==> src/rtl/router_out_arb_if.sv <==
// Flit handshake bundle between the input ports, the output arbiter and the output link.
// "slave" is the arbiter's side; "master" is the side that feeds flits and drains the link.
interface router_out_arb_if #(
    parameter int FLIT_W = 18,
    parameter int NUM_IN = 5
);
    logic [NUM_IN*FLIT_W-1:0] in_flit;
    logic [NUM_IN-1:0]        in_valid;
    logic [NUM_IN-1:0]        in_ready;
    logic [FLIT_W-1:0]        out_flit;
    logic                     out_valid;
    logic                     out_ready;

    modport master (
        output in_flit, in_valid, out_ready,
        input  in_ready, out_flit, out_valid
    );

    modport slave (
        input  in_flit, in_valid, out_ready,
        output in_ready, out_flit, out_valid
    );
endinterface

==> src/rtl/router_out_arb.sv <==
// Wormhole output-port arbiter: round-robin grant on head/single flits, with the port
// locked to its owner until the tail (or single) flit has been transferred.
module router_out_arb #(
    parameter int FLIT_W = 18,
    parameter int NUM_IN = 5
) (
    input  logic              clk,
    input  logic              rst,
    router_out_arb_if.slave   bus,
    output logic [NUM_IN-1:0] grant,
    output logic              busy,
    output logic [15:0]       pkt_cnt
);

    localparam int IDX_W = (NUM_IN > 1) ? $clog2(NUM_IN) : 1;

    typedef enum logic {
        ST_IDLE   = 1'b0,
        ST_LOCKED = 1'b1
    } state_t;

    state_t             state_q, state_d;
    logic [IDX_W-1:0]   owner_q, owner_d;
    logic [IDX_W-1:0]   ptr_q, ptr_d;
    logic [15:0]        pkt_cnt_q, pkt_cnt_d;

    logic [FLIT_W-1:0]  flit_arr [NUM_IN];
    logic [NUM_IN-1:0]  req;
    logic [FLIT_W-1:0]  owner_flit;
    logic               owner_valid;
    logic               xfer;
    logic               found;
    logic [IDX_W-1:0]   pick;

    // Type bit FLIT_W-2 is set exactly for head (01) and single (11) flits.
    generate
        for (genvar gi = 0; gi < NUM_IN; gi++) begin : g_port
            assign flit_arr[gi] = bus.in_flit[gi*FLIT_W +: FLIT_W];
            assign req[gi]      = bus.in_valid[gi] & flit_arr[gi][FLIT_W-2];
        end
    endgenerate

    assign owner_flit  = flit_arr[owner_q];
    assign owner_valid = bus.in_valid[owner_q];
    assign xfer        = (state_q == ST_LOCKED) && owner_valid && bus.out_ready;

    always_comb begin
        int idx;
        idx   = 0;
        found = 1'b0;
        pick  = '0;
        for (int k = 1; k <= NUM_IN; k++) begin
            idx = int'(ptr_q) + k;
            if (idx >= NUM_IN) idx = idx - NUM_IN;
            if (!found && req[idx]) begin
                found = 1'b1;
                pick  = IDX_W'(idx);
            end
        end
    end

    always_ff @(posedge clk or negedge rst) begin
        if (!rst) begin
            state_q   <= ST_IDLE;
            owner_q   <= '0;
            ptr_q     <= IDX_W'(NUM_IN - 1);
            pkt_cnt_q <= '0;
        end else begin
            state_q   <= state_d;
            owner_q   <= owner_d;
            ptr_q     <= ptr_d;
            pkt_cnt_q <= pkt_cnt_d;
        end
    end

    always_comb begin
        state_d   = state_q;
        owner_d   = owner_q;
        ptr_d     = ptr_q;
        pkt_cnt_d = pkt_cnt_q;
        case (state_q)
            ST_IDLE: begin
                if (found) begin
                    state_d = ST_LOCKED;
                    owner_d = pick;
                end
            end
            ST_LOCKED: begin
                // Only the top type bit matters: tail (10) and single (11) close the packet.
                if (xfer && owner_flit[FLIT_W-1]) begin
                    state_d   = ST_IDLE;
                    ptr_d     = owner_q;
                    pkt_cnt_d = pkt_cnt_q + 16'd1;
                end
            end
            default: state_d = ST_IDLE;
        endcase
    end

    always_comb begin
        grant         = '0;
        busy          = 1'b0;
        bus.out_valid = 1'b0;
        bus.in_ready  = '0;
        bus.out_flit  = owner_flit;
        if (state_q == ST_LOCKED) begin
            grant[owner_q]        = 1'b1;
            busy                  = 1'b1;
            bus.out_valid         = owner_valid;
            bus.in_ready[owner_q] = bus.out_ready;
        end
    end

    assign pkt_cnt = pkt_cnt_q;

endmodule

==> src/flat_wrapper.sv <==
// flat-port wrapper written by rule: the top's interface ports become plain ports
module router_out_arb_flat 
#(
    parameter int FLIT_W = 18,
    parameter int NUM_IN = 5
)
  (clk, rst, grant, busy, pkt_cnt, bus_in_flit, bus_in_valid, bus_out_ready, bus_in_ready, bus_out_flit, bus_out_valid);
  router_out_arb_if #(.FLIT_W(FLIT_W), .NUM_IN(NUM_IN)) bus_i ();
  input  logic clk;
  input  logic rst;
  output logic [NUM_IN-1:0] grant;
  output logic busy;
  output logic [15:0] pkt_cnt;
  input wire logic [$bits(bus_i.in_flit)-1:0] bus_in_flit;
  input wire logic [$bits(bus_i.in_valid)-1:0] bus_in_valid;
  input wire logic [$bits(bus_i.out_ready)-1:0] bus_out_ready;
  output wire logic [$bits(bus_i.in_ready)-1:0] bus_in_ready;
  output wire logic [$bits(bus_i.out_flit)-1:0] bus_out_flit;
  output wire logic [$bits(bus_i.out_valid)-1:0] bus_out_valid;
  assign bus_i.in_flit = bus_in_flit;
  assign bus_i.in_valid = bus_in_valid;
  assign bus_i.out_ready = bus_out_ready;
  assign bus_in_ready = bus_i.in_ready;
  assign bus_out_flit = bus_i.out_flit;
  assign bus_out_valid = bus_i.out_valid;
  router_out_arb #(.FLIT_W(FLIT_W), .NUM_IN(NUM_IN)) u_core (.clk(clk), .rst(rst), .bus(bus_i), .grant(grant), .busy(busy), .pkt_cnt(pkt_cnt));
endmodule
==> config.mk <==
export PLATFORM = sky130hd
export DESIGN_NAME = router_out_arb_flat
export DESIGN_NICKNAME = d
export VERILOG_FILES = /design/src/rtl/router_out_arb_if.sv /design/src/rtl/router_out_arb.sv /design/src/flat_wrapper.sv
export SDC_FILE = /design/constraint.sdc
export NUM_CORES = 1
export LEC_CHECK = 0
export BUFFER_PORTS_ARGS = -buffer_cell sky130_fd_sc_hd__buf_2
export CORE_ASPECT_RATIO = 0.8
export CORE_MARGIN = 3
export CORE_UTILIZATION = 51
export DETAILED_ROUTE_END_ITERATION = 10
export PLACE_DENSITY_LB_ADDON = 0.12
export SLEW_MARGIN = 20
export SYNTH_ARGS = -nofsm -noshare
export SYNTH_HDL_FRONTEND = slang
export SYNTH_SLANG_ARGS = --single-unit
==> constraint.sdc <==
create_clock -name clk -period 7.1 [get_ports clk]
set_input_delay 1.065 -clock clk [delete_from_list [all_inputs] [get_ports clk]]
set_output_delay 1.065 -clock clk [all_outputs]
set_load 0.02 [all_outputs]
==> impl_metrics.toml <==
[job]
maxCapViolations = 0

[synth]
syn_avg_cell_area_um2 = 8.006
syn_nets = 481
syn_inst = 371
synth-seq-cells = 23
ys_seq_area_share_pct = 19.42
synth_largest_area_cell = "dfrtp_1"
synth_cell_types = 71
syn_area_mm2 = 0.002970
synthTopCellsByArea = "dfrtp_1 (19%), a22oi_1 (7.8%), ha_1 (4.6%)"
synth_edf_count = 0
ys.flop_type = "dfrtp_1"
synthArstFlopShare_pct = 100.0
yosys_warnings = 0
yosysTopAreaCellShare_pct = 18.53

[worst_setup_path]
critPathLaunchType = "flip-flop"
end_kind = "flip-flop"
r2r_slack_ps = 2920
cpMaxStageDelayCell = "dfrtp_1"
max_stage_delay_ps = 930
crit_arrival_ps = 4370
worst-path-max-fanout = 28
crit_type = "reg2reg"
critPathRequiredTime_ps = 7280
reg2reg_depth = 10
r2r-end = "u_core.owner_q[1]"
r2r-start = "u_core.ptr_q[0]"
path_cells = "inv_2 -> ha_1 -> nand4b_1 -> a22oi_1 -> o41ai_2 -> and2_1 -> nor3b_1 -> and3_1 -> a221oi_1 -> a211oi_1"

[placed_design]
hpwl_mm = 7.772
dp_worst_setup_slack_ps = 3026
port-buffer-count = 143
gp_congestion = 0.9532
placed_area_mm2 = 0.003681

[clock_network]
cts_tree = "yes"
cts_resized = 0
holdBufCountCts = 0
cts_made_buffers = 3
insertion_delay_ps = 270
root_buffer = "clkbuf_8"
cts.sinks = 23
cts_buffer_depth = 2
clk_pin_slew_ps = 90
cts_setup_buffers = 0
cts-htree-levels = 1

[detailed_routing]
ant_nets = 0
viasPerCell = 6.019
via_count = 3455
dr.pass1.iters = 5
wire_per_inst_um = 17.33
routed_wl_mm = 9.949
dr.first_iter.drc_count = 244
drcViolationCount = 0

[grt]
antenna_found_initial = 0
grt_max_degree = 42
grt_pass1_wl_mm = 15.18
grt_pass1_vias = 3016
grtUsageTotal_pct = 27.22
grt-ovfl-total = 0

[power]
comb_power_share_pct = 80.0
p_per_area_mw_per_mm2 = 428.2
p_leak_nw = 1.743
ir_drop_v = 0.0002317
clockPowerShare_pct = 5.3
seq_power_share_pct = 14.6
p_int_uw = 708.5
p_sw_share_pct = 55.64
power.net_switching_uw = 888.6

[floorplanning]
die_w_um = 91.33
die_area_mm2 = 0.006782
core_area_mm2 = 0.005555
initial_core_util_pct = 53.47
die_h_um = 74.26
ios = 144
row_count = 24

[sta]
min_period_over_period_pct = 58.92
timing.fmax_mhz = 239.1
setup_viol = 0
worst_slack_ps = 2917
slew_headroom_pct = 28.63
drv_slew = 0
clock-skew-final_ps = 5.343
hold_violations = 0
rsz0062_at_grt = "no"
tns_ps = 0
finalCriticalPeriod_ps = 4183
fin_hold_ws_ps = 493.3
tightest_slew_ps = 1067

[final_layout]
final_util_pct = 67.14
final_nets = 607
final_cell_mix = "buf_2 (143), a22oi_1 (31), nand2_1 (30)"
final_common_cell = "buf_2"
fillerInstances = 495
area_growth_pct = 25.57
stdcell_area_mm2 = 0.003730
drive_gt1_share_pct = 36.09
diodes = 0

[min_path]
holdCritStartpoint = "u_core.pkt_cnt[15]"
hold_path_class = "reg2reg"
min_to = "u_core.pkt_cnt[15]"
whs_path_depth = 1

[outcome]
run_status = "completed"
synthesized netlist by cell type (3+ instances only):
master	n
nand4_1	9
dfrtp_1	22
nand2_1	30
nand3_1	14
clkbuf_1	12
buf_1	4
a41oi_1	3
o22ai_1	17
nor2_1	29
o2111ai_1	3
a211o_1	4
mux2_2	12
a21o_1	3
inv_1	9
a21oi_1	17
nor3b_1	3
mux2i_1	10
buf_2	4
a22oi_1	31
o21ai_0	11
and2_1	6
nor2b_1	7
nor3_1	6
nand3b_1	4
ha_1	11
nand2b_1	10
or3_1	3
xnor2_1	14
xor2_1	5
and3_1	7
worst max-delay path, delay by kind of cell (launching register included):
family / cells / cell delay (ps)
DFF: 1 / 930
buffers and inverters: 1 / 370
AOI/OAI and AO/OA: 4 / 920
and+or+nand+nor: 4 / 1080
adders and majority gates: 1 / 780
power groups by stage:
stage / registers [mW] / logic [mW] / clock network (mW)
floorplan: 0.209 / 0.988 / 0
global placement: 0.233 / 1.24 / 0
detailed placement: 0.234 / 1.26 / 0
CTS: 0.232 / 1.27 / 0.0866
global route: 0.242 / 1.39 / 0.0926
finish: 0.234 / 1.28 / 0.0850
cell families (layout without fill, tap and decap cells):
kind of cell / after synthesis / after routing / share of synthesized area, %
AO/OA/AOI/OAI: 117 / 117 / 29.19
multiplexers: 25 / 25 / 10.19
AND/OR/NAND/NOR: 140 / 140 / 24.94
flip-flops: 23 / 23 / 19.42
adder cells (fa/ha/maj): 12 / 12 / 5.307
buffers and inverters: 35 / 160 / 5.349
XOR/XNOR: 19 / 19 / 5.602
state kept, by name (all words and copies together), names as in the netlist:
register / flops
u_core.pkt_cnt: 16
u_core.owner_q: 3
u_core.ptr_q: 3
u_core.state_q: 1
area by class of cell:
class | instances | area, um^2 | share of cell area, %
repair buffers | 145 | 730.7 | 19.59
well taps | 78 | 97.59 | 2.617
multi-input cells | 313 | 2235 | 59.91
inverters | 11 | 41.29 | 1.107
flip-flops and latches | 23 | 576.8 | 15.46
clock buffers | 3 | 41.29 | 1.107
clock inverters | 1 | 7.507 | 0.2013
how the worst max path moves through the flow:
| stage | cells past startpoint | slack, ps | to | start |
|---|---|---|---|---|
| floorplan | 14 | 3870 | u_core.owner_q[0] | u_core.ptr_q[0] |
| global placement | 10 | 3140 | u_core.owner_q[1] | u_core.ptr_q[0] |
| detailed placement | 10 | 3030 | u_core.owner_q[1] | u_core.ptr_q[0] |
| CTS | 10 | 2980 | u_core.owner_q[1] | u_core.ptr_q[0] |
| global route | 10 | 2540 | u_core.owner_q[0] | u_core.ptr_q[0] |
| finish | 10 | 2920 | u_core.owner_q[1] | u_core.ptr_q[0] |
layer usage:
layer	vias up	wire length, um	GRT usage (%)
met5	-	0	0
met2	153	4705	45.51
li1	1665	-	-
met3	4	845	5.561
met4	0	40	3.344
met1	1633	4358	37.94
per-stage QoR:
| step | std cells | total power, mW |
|---|---|---|
| after detailed placement | 570 | 1.495 |
| after floorplan | 371 | 1.197 |
| after global routing | 574 | 1.724 |
| after CTS | 574 | 1.584 |
| final | 574 | 1.597 |
| after global placement | 570 | 1.477 |
Note: power is estimated with default switching activity, not from simulation.
